--- config.mk ---
export PLATFORM = sky130hd
export DESIGN_NAME = instr_fetch
export DESIGN_NICKNAME = d
export VERILOG_FILES = /design/src/rtl/instr_fetch_pkg.sv /design/src/rtl/instr_fetch_fifo.sv /design/src/rtl/instr_fetch.sv
export SDC_FILE = /design/constraint.sdc
export NUM_CORES = 1
export LEC_CHECK = 0
export BUFFER_PORTS_ARGS = -buffer_cell sky130_fd_sc_hd__buf_2
export CORE_AREA = 5 5 133 135
export CTS_CLUSTER_DIAMETER = 60
export CTS_CLUSTER_SIZE = 10
export DETAILED_ROUTE_END_ITERATION = 7
export DIE_AREA = 0 0 138 140
export PLACE_DENSITY = 0.83
export SYNTH_ARGS = -nofsm -noshare
export SYNTH_HDL_FRONTEND = slang
export SYNTH_SLANG_ARGS = --single-unit
--- constraint.sdc ---
create_clock -name clk -period 16 [get_ports clk]
set_input_delay 2.4 -clock clk [delete_from_list [all_inputs] [get_ports clk]]
set_output_delay 2.4 -clock clk [all_outputs]
set_load 0.02 [all_outputs]
--- src/rtl/instr_fetch_pkg.sv ---
// Shared constants, state encoding and helpers for the instruction fetch stage.
package instr_fetch_pkg;

  localparam logic [31:0] NOP_INSTR        = 32'h0000_0013;
  localparam logic [31:0] DEFAULT_RESET_PC = 32'h0000_0000;
  localparam logic [31:0] PC_INCR          = 32'd4;

  typedef enum logic [1:0] {
    BOOT  = 2'd0,
    RUN   = 2'd1,
    DRAIN = 2'd2
  } fetch_state_e;

  function automatic logic [31:0] alignWord(input logic [31:0] addr);
    return {addr[31:2], 2'b00};
  endfunction

endpackage

--- src/rtl/instr_fetch_fifo.sv ---
// Small synchronous FIFO with flush. The head entry is read combinationally,
// so a word pushed on one edge becomes visible at the head on the next cycle.
module instr_fetch_fifo #(
  parameter int WIDTH = 32,
  parameter int DEPTH = 2
) (
  input  logic                   clk,
  input  logic                   rst_n,
  input  logic                   i_push,
  input  logic                   i_pop,
  input  logic                   i_flush,
  input  logic [WIDTH-1:0]       i_wdata,
  output logic [WIDTH-1:0]       o_rdata,
  output logic [$clog2(DEPTH):0] o_count,
  output logic                   o_empty,
  output logic                   o_full
);

  localparam int AW = $clog2(DEPTH);
  localparam logic [AW:0] PTR_ONE  = {{AW{1'b0}}, 1'b1};
  localparam logic [AW:0] FULL_CNT = DEPTH[AW:0];

  logic [WIDTH-1:0] r_mem [DEPTH];
  logic [AW:0]      r_wrPtr;
  logic [AW:0]      r_rdPtr;
  logic             w_doPush;
  logic             w_doPop;

  assign o_count  = r_wrPtr - r_rdPtr;
  assign o_empty  = (o_count == '0);
  assign o_full   = (o_count == FULL_CNT);
  assign w_doPush = i_push && !o_full;
  assign w_doPop  = i_pop && !o_empty;
  assign o_rdata  = r_mem[r_rdPtr[AW-1:0]];

  // Flush wins over a simultaneous push or pop.
  always_ff @(posedge clk or negedge rst_n) begin
    if (!rst_n) begin
      r_wrPtr <= '0;
      r_rdPtr <= '0;
    end else if (i_flush) begin
      r_wrPtr <= '0;
      r_rdPtr <= '0;
    end else begin
      if (w_doPush) begin
        r_wrPtr <= r_wrPtr + PTR_ONE;
      end
      if (w_doPop) begin
        r_rdPtr <= r_rdPtr + PTR_ONE;
      end
    end
  end

  always_ff @(posedge clk) begin
    if (w_doPush && !i_flush) begin
      r_mem[r_wrPtr[AW-1:0]] <= i_wdata;
    end
  end

endmodule

--- src/rtl/instr_fetch.sv ---
// Instruction fetch stage: PC, credit-limited imem requests, in-order response
// queue to decode, and redirect handling that discards stale in-flight words.
module instr_fetch
  import instr_fetch_pkg::*;
#(
  parameter logic [31:0] RESET_PC   = DEFAULT_RESET_PC,
  parameter int          FIFO_DEPTH = 2
) (
  input  logic        clk,
  input  logic        rst_n,
  output logic        o_imem_req,
  output logic [31:0] o_imem_addr,
  input  logic        i_imem_gnt,
  input  logic        i_imem_rvalid,
  input  logic [31:0] i_imem_rdata,
  input  logic        i_redirect_valid,
  input  logic [31:0] i_redirect_pc,
  output logic        o_instr_valid,
  input  logic        i_instr_ready,
  output logic [31:0] o_instr,
  output logic [31:0] o_instr_pc
);

  localparam int CW = $clog2(FIFO_DEPTH) + 1;
  localparam logic [CW:0]   DEPTH_W = FIFO_DEPTH[CW:0];
  localparam logic [CW-1:0] CNT_ONE = {{(CW-1){1'b0}}, 1'b1};

  fetch_state_e  r_state;
  fetch_state_e  w_stateNext;
  logic [31:0]   r_pc;
  logic [CW-1:0] r_dropCnt;
  logic [CW-1:0] w_dropNext;
  logic [CW-1:0] w_outstanding;
  logic [CW-1:0] w_qCount;
  logic [CW:0]   w_inUse;
  logic [CW-1:0] w_accCnt;
  logic [CW-1:0] w_respCnt;
  logic          w_qEmpty;
  logic          w_qFull;
  logic          w_tagEmpty;
  logic          w_tagFull;
  logic [63:0]   w_qHead;
  logic [31:0]   w_tagHead;
  logic          w_req;
  logic          w_accept;
  logic          w_resp;
  logic          w_drop;
  logic          w_push;
  logic          w_pop;

  // Outstanding requests plus buffered words never exceed the queue depth.
  assign w_inUse   = {1'b0, w_outstanding} + {1'b0, w_qCount};
  assign w_req     = (r_state != BOOT) && (w_inUse < DEPTH_W);
  assign w_accept  = w_req && i_imem_gnt;
  assign w_resp    = i_imem_rvalid && !w_tagEmpty;
  assign w_drop    = w_resp && (r_dropCnt != '0);
  assign w_push    = w_resp && !w_drop;
  assign w_pop     = !w_qEmpty && i_instr_ready;
  assign w_accCnt  = {{(CW-1){1'b0}}, w_accept};
  assign w_respCnt = {{(CW-1){1'b0}}, w_resp};

  assign o_imem_req    = w_req;
  assign o_imem_addr   = r_pc;
  assign o_instr_valid = !w_qEmpty;
  assign o_instr       = w_qEmpty ? NOP_INSTR : w_qHead[31:0];
  assign o_instr_pc    = w_qEmpty ? 32'h0000_0000 : w_qHead[63:32];

  // A redirect turns everything still in flight (including a request granted
  // in the redirect cycle) into words to be discarded.
  always_comb begin
    w_stateNext = r_state;
    w_dropNext  = r_dropCnt;
    if (i_redirect_valid) begin
      w_dropNext = w_outstanding + w_accCnt - w_respCnt;
    end else if (w_drop) begin
      w_dropNext = r_dropCnt - CNT_ONE;
    end
    case (r_state)
      BOOT:    w_stateNext = RUN;
      RUN:     if (i_redirect_valid && (w_dropNext != '0)) w_stateNext = DRAIN;
      DRAIN:   if (w_dropNext == '0) w_stateNext = RUN;
      default: w_stateNext = BOOT;
    endcase
  end

  always_ff @(posedge clk or negedge rst_n) begin
    if (!rst_n) begin
      r_state   <= BOOT;
      r_dropCnt <= '0;
    end else begin
      r_state   <= w_stateNext;
      r_dropCnt <= w_dropNext;
    end
  end

  always_ff @(posedge clk or negedge rst_n) begin
    if (!rst_n) begin
      r_pc <= RESET_PC;
    end else if (i_redirect_valid) begin
      r_pc <= alignWord(i_redirect_pc);
    end else if (w_accept) begin
      r_pc <= r_pc + PC_INCR;
    end
  end

  // Tag queue: one PC per in-flight request; its occupancy is the credit count.
  instr_fetch_fifo #(
    .WIDTH (32),
    .DEPTH (FIFO_DEPTH)
  ) u_tagQueue (
    .clk     (clk),
    .rst_n   (rst_n),
    .i_push  (w_accept),
    .i_pop   (w_resp),
    .i_flush (1'b0),
    .i_wdata (r_pc),
    .o_rdata (w_tagHead),
    .o_count (w_outstanding),
    .o_empty (w_tagEmpty),
    .o_full  (w_tagFull)
  );

  instr_fetch_fifo #(
    .WIDTH (64),
    .DEPTH (FIFO_DEPTH)
  ) u_instrQueue (
    .clk     (clk),
    .rst_n   (rst_n),
    .i_push  (w_push),
    .i_pop   (w_pop),
    .i_flush (i_redirect_valid),
    .i_wdata ({w_tagHead, i_imem_rdata}),
    .o_rdata (w_qHead),
    .o_count (w_qCount),
    .o_empty (w_qEmpty),
    .o_full  (w_qFull)
  );

  a_rvalidNeedsOutstanding : assert property (@(posedge clk) disable iff (!rst_n)
    i_imem_rvalid |-> (w_outstanding != '0));

  a_tagNoOverflow : assert property (@(posedge clk) disable iff (!rst_n)
    w_accept |-> !w_tagFull);

  a_queueNoOverflow : assert property (@(posedge clk) disable iff (!rst_n)
    w_push |-> (!w_qFull || w_pop));

endmodule

======== After elaboration in Yosys (flattened, before gate mapping) ========
Memories as Yosys holds them, arrays and structs flattened.
Cells that the tools add are included.
word-level totals
  register bits ........................... 44
  output and inout port bits .............. 98
  memory bits (writable) .................. 192
  memories kept ........................... 2
  ROM bits ................................ 0
  latch bits .............................. 0
operators by class
  divide/modulo/power cells ............... 0
  shift operators ......................... 0
  multiplexer cells ....................... 17
  multipliers ............................. 0
  eq/ne operators ......................... 6
  $add $sub $neg .......................... 11
  reductions and logical operators ........ 29
  $lt $le $gt $ge ......................... 1
  bitwise operators ....................... 0
memories
  memory              words  width  read ports  clocked after memory_dff  write ports  line                    source
  u_instrQueue.r_mem  2      64     1           0                         1            instr_fetch_fifo.sv:23  logic [WIDTH-1:0] r_mem [DEPTH];
  u_tagQueue.r_mem    2      32     1           0                         1            instr_fetch_fifo.sv:23
operators by type and width
  operator                 count
  $mux W32                 4
  $add A32 B3 Y32 const B  1
  $mux W2                  8
  $logic_and A1 B1 Y1      12
  $reduce_bool A2 Y1       6
  $add A2 B1 Y2 const B    4
  $logic_not A2 Y1         4
  $eq A2 B2 Y1 const B     3
  $logic_not A1 Y1         6
  $pmux W2 S3              1
  $mux W1                  4
  $ne A2 B2 Y1 const B     2
  $sub A2 B2 Y2            2
  $add A2 B2 Y3            1
  $lt A3 B2 Y1 const B     1
  $add A2 B1 Y2            1
  $eq A2 B1 Y1 const B     1
  $reduce_and A2 Y1        1
  $sub A2 B1 Y2            1
  $sub A2 B1 Y2 const B    1

======== Depth between registers and ports, before layout ========
  depth after elaboration ................. 12
  depth in mapped cells ................... 15
  depth with buffers taken out ............ 14

======== Hierarchy ========
A second synthesis with hierarchy kept.
unflattened totals
  cells, all modules ...................... 696
  area total of the unflattened synthesis .. 10153.5 µm²
by module, submodules not included
  module                           cells each  area each (µm²)  instances
  instr_fetch_fifo (u_instrQueue)  235         4918.5           1
  instr_fetch_fifo (u_tagQueue)    149         2731.4           1
  instr_fetch                      312         2503.7           1

======== Worst setup path before layout ========
OpenSTA, ideal clock, no wires.
  path type ............................... input to register
  from .................................... input port i_redirect_valid
  to ...................................... memory u_instrQueue.r_mem[1][0] (enable)
  data required time ...................... 15.441 ns
  buffers on the path ..................... 4
  data arrival time ....................... 7.442 ns
  setup slack ............................. 7.999 ns
  setup time .............................. 0.559 ns
  stages on the path ...................... 5
  cell sequence ........................... clkbuf_1 clkbuf_1 clkbuf_1 clkbuf_1 nor3_1
between the ends
  longest elaborated chain between the ends .. 4
RTL lines
  what                           line                    source
  start, declared                instr_fetch.sv:16       input logic i_redirect_valid,
  $logic_not A1 Y1               instr_fetch_fifo.sv:55  if (w_doPush && !i_flush) begin
  $logic_and A1 B1 Y1            instr_fetch_fifo.sv:55
  $mux W1                        instr_fetch_fifo.sv:55
  $mux W1 (not written as such)  instr_fetch_fifo.sv:56  r_mem[r_wrPtr[AW-1:0]] <= i_wdata;
  end, declared                  instr_fetch_fifo.sv:23
No other way between the ends.

======== Worst setup path in the final report ========
  from .................................... register u_instrQueue.r_rdPtr[0]
  to ...................................... output port o_instr[1]
between the ends
  longest elaborated chain between the ends .. 3
RTL lines
  what                    line                    source
  start, declared         instr_fetch_fifo.sv:25  logic [AW:0] r_rdPtr;
  start signal, assigned  instr_fetch_fifo.sv:49  r_rdPtr <= r_rdPtr + PTR_ONE;
  $sub A2 B2 Y2           instr_fetch_fifo.sv:29  assign o_count = r_wrPtr - r_rdPtr;
  $logic_not A2 Y1        instr_fetch_fifo.sv:30  assign o_empty = (o_count == '0);
  $mux W32 *              instr_fetch.sv:65       assign o_instr = w_qEmpty ? NOP_INSTR : w_qHead[31:0];
  end, declared           instr_fetch.sv:20       output logic [31:0] o_instr,
Mark *: on every way between the ends. The rest lies on a longest branch, timed or not.

==> reports/results.tsv <==
metric	value	unit
outcome	finished, final reports clean	
most common cell after layout, fill and taps aside	edfxtp_1	
Setup TNS	0	ns
Residual DRC	0	
post-CTS setup buffer count	0	
DR WL/cell	17.96	um
antenna cells	0	
Max Cap Viol	0	
crit end category	primary output	
nets	913	
Post-CTS Hold Buffers	0	
Post-synth ARST share	18.58	%
synthesized area	9550	um2
IO Pins	168	
Post-DRT Antenna Nets	0	
crit start category	flop	
WL final	19330	um
initial DRC count	330	
Cell variety after synth	52	
CTS-repair resized insts	0	
Clock Tree Buf Depth	3	
Die Width	138	um
final-layout fill cell count	1148	
initial antenna violation count	0	
via count	5995	
slack of the worst reg-to-reg path	11.40	ns
number of synthesized register bits	226	
worst hold path class	flop to flop	
PortBufs	161	
Ys Warns	0	
relative slew slack	23.20	%
GRT Residual Overflow	0	
Mean Syn Cell Area	14.11	um2
footprint of the multi-input gates	2734	um2
Max Slew Vio Count	0	
final setup vio count	0	
Post-DP Area	10530	um2
worst-margin pin slew	1.142	ns
largest net degree at the start of global routing	66	
DP HPWL	12370	um
WP data required	13.60	ns
Starting Density	58.42	%
drt via density	5.572	
WP data arrival	3.38	ns
register area	6580	um2
first-pass GRT wire length	30620	um
Fin. Hold Viols	0	
clk root buf	clkbuf_16	
Max Freq	173.0	MHz
minimum clock period	5.781	ns
PwrDens	203.0	nW/um2
Die Area	19320	um2
Final Skew	0.01845	ns
synth-to-layout area growth	18.05	%
Post-synth top flop	edfxtp_1	
Clock Pin Slew Worst Setup and Hold Paths	0.05	ns
Core ar.	16350	um2
Critical Path Fanout Max	65	
num rows	47	
WS Path Type	flop to primary output	
Die Height	140	um
EDFF count, synth	184	
Tot GR Track Use	19.31	%
post-route cell area	11270	um2
CTS tree	built	
clk sink count	226	
worst vdd ir	0.0001379	V
vias in the first global route	5986	
period utilization	36.13	%
Mapped Cells	677	
TritonCTS buffer count	26	
Initial DRT Pass Iterations	5	
H-tree Lvls	1	
most frequent cells in the layout	edfxtp_1, buf_2, nor2_1	
Pleak	4.207	nW
unrepaired setup endpoints after global routing	false	
GP Congestion	0.8474	
sequential fraction of the synthesis area	68.86	%
share of cells above drive strength 1	27.92	%
Hold Slack	0.4926	ns
Clk Latency, worst-skew pair	0.51	ns
final timing paths:
path / startpoint / to / depth (start not counted)
max: u_instrQueue.r_rdPtr[0] / o_instr[1] / 7
min: u_tagQueue.r_wrPtr[1] / u_tagQueue.r_wrPtr[1] / 1
max reg2reg: u_instrQueue.r_rdPtr[0] / o_imem_addr[25] / 8
min reg2reg: u_tagQueue.r_wrPtr[1] / u_tagQueue.r_wrPtr[1] / 1
max in group asynchronous: rst_n / u_instrQueue.r_rdPtr[0] / 1
min in group asynchronous: rst_n / o_imem_addr[10] / 1
metrics by stage:
step           cells  setup WS (ns)  power, mW  utilization, %
2_1_floorplan    680          7.999      1.513               -
6_report        1076          10.22      2.289           68.97
3_3_place_gp    1028          10.71      1.766           64.40
3_5_place_dp    1028          10.67      1.791           64.40
5_1_grt         1076          9.937      2.416           68.97
4_1_cts         1076          10.11      2.311           68.97
layout make-up:
cell class	count	share of cell area [%]
clock inverters	2	0.1887
well taps	220	2.441
flip-flops and latches	226	58.36
clock buffers	46	6.437
inverters	22	0.7768
multi-input cells	393	24.25
repair buffers	167	7.546
sequential cells by signal, indices dropped and copies added (netlist names):
name                  cells
o_imem_addr              30
r_dropCnt                 2
r_state                   2
u_instrQueue.r_mem      124
u_instrQueue.r_rdPtr      2
u_instrQueue.r_wrPtr      2
u_tagQueue.r_mem         60
u_tagQueue.r_rdPtr        2
u_tagQueue.r_wrPtr        2
worst max-delay path, stage by stage, from the launching register on:
cell and delay [ns]:
dfrtp_4 1.17, ha_1 0.30, xnor3_1 0.27, and2_2 0.18, buf_4 0.51, inv_1 0.18, nand2_1 0.09, buf_2 0.16
cell usage after synthesis (2+ instances only):
library cell,n,share of area [%]
a21oi_1,5,0.26
a221o_1,2,0.21
a22oi_1,5,0.39
a31oi_1,10,0.66
and2_1,5,0.33
and3_1,5,0.33
and4_1,3,0.28
buf_1,4,0.16
buf_4,4,0.31
buf_6,2,0.24
clkbuf_1,29,1.1
dfrtp_1,42,11
edfxtp_1,184,58
ha_1,6,0.79
inv_1,20,0.79
mux2_2,30,3.5
mux2i_1,63,6.6
nand2_1,33,1.3
nand3_1,20,1.0
nand4_1,14,0.92
nor2_1,78,3.1
nor2b_1,9,0.59
nor3_1,6,0.31
nor3b_1,2,0.16
nor4_1,3,0.20
o21ai_0,18,0.94
o311ai_0,7,0.64
o31ai_1,11,0.86
o41ai_1,4,0.37
or2_2,6,0.39
or3_1,8,0.52
or4_1,6,0.47
xnor2_1,9,0.83
xor2_1,6,0.55
where the power goes:
| group | leakage, nW | internal (mW) | switching, mW |
|---|---|---|---|
| Sequential | 2.16 | 0.797 | 0.0871 |
| Clock | 0.355 | 0.305 | 0.210 |
| Combinational | 1.69 | 0.319 | 0.572 |
routing by layer:
metal,GRT usage [%],vias to the layer above,wire length (um)
met4,4.784,0,244
met2,33.56,249,9631
li1,-,2857,-
met5,0,-,0
met1,25.51,2869,7979
met3,3.476,20,1474
kinds of logic after synthesis:
kind of cell    synth area share, %
flops                         68.86
simple gates                  10.22
mux                           10.14
compound gates                5.123
buf+inv                       2.764
xor+xnor                      1.860
fa+ha+maj                    0.9957
other cells                 0.03927
Power figures use the tool's default switching activity.
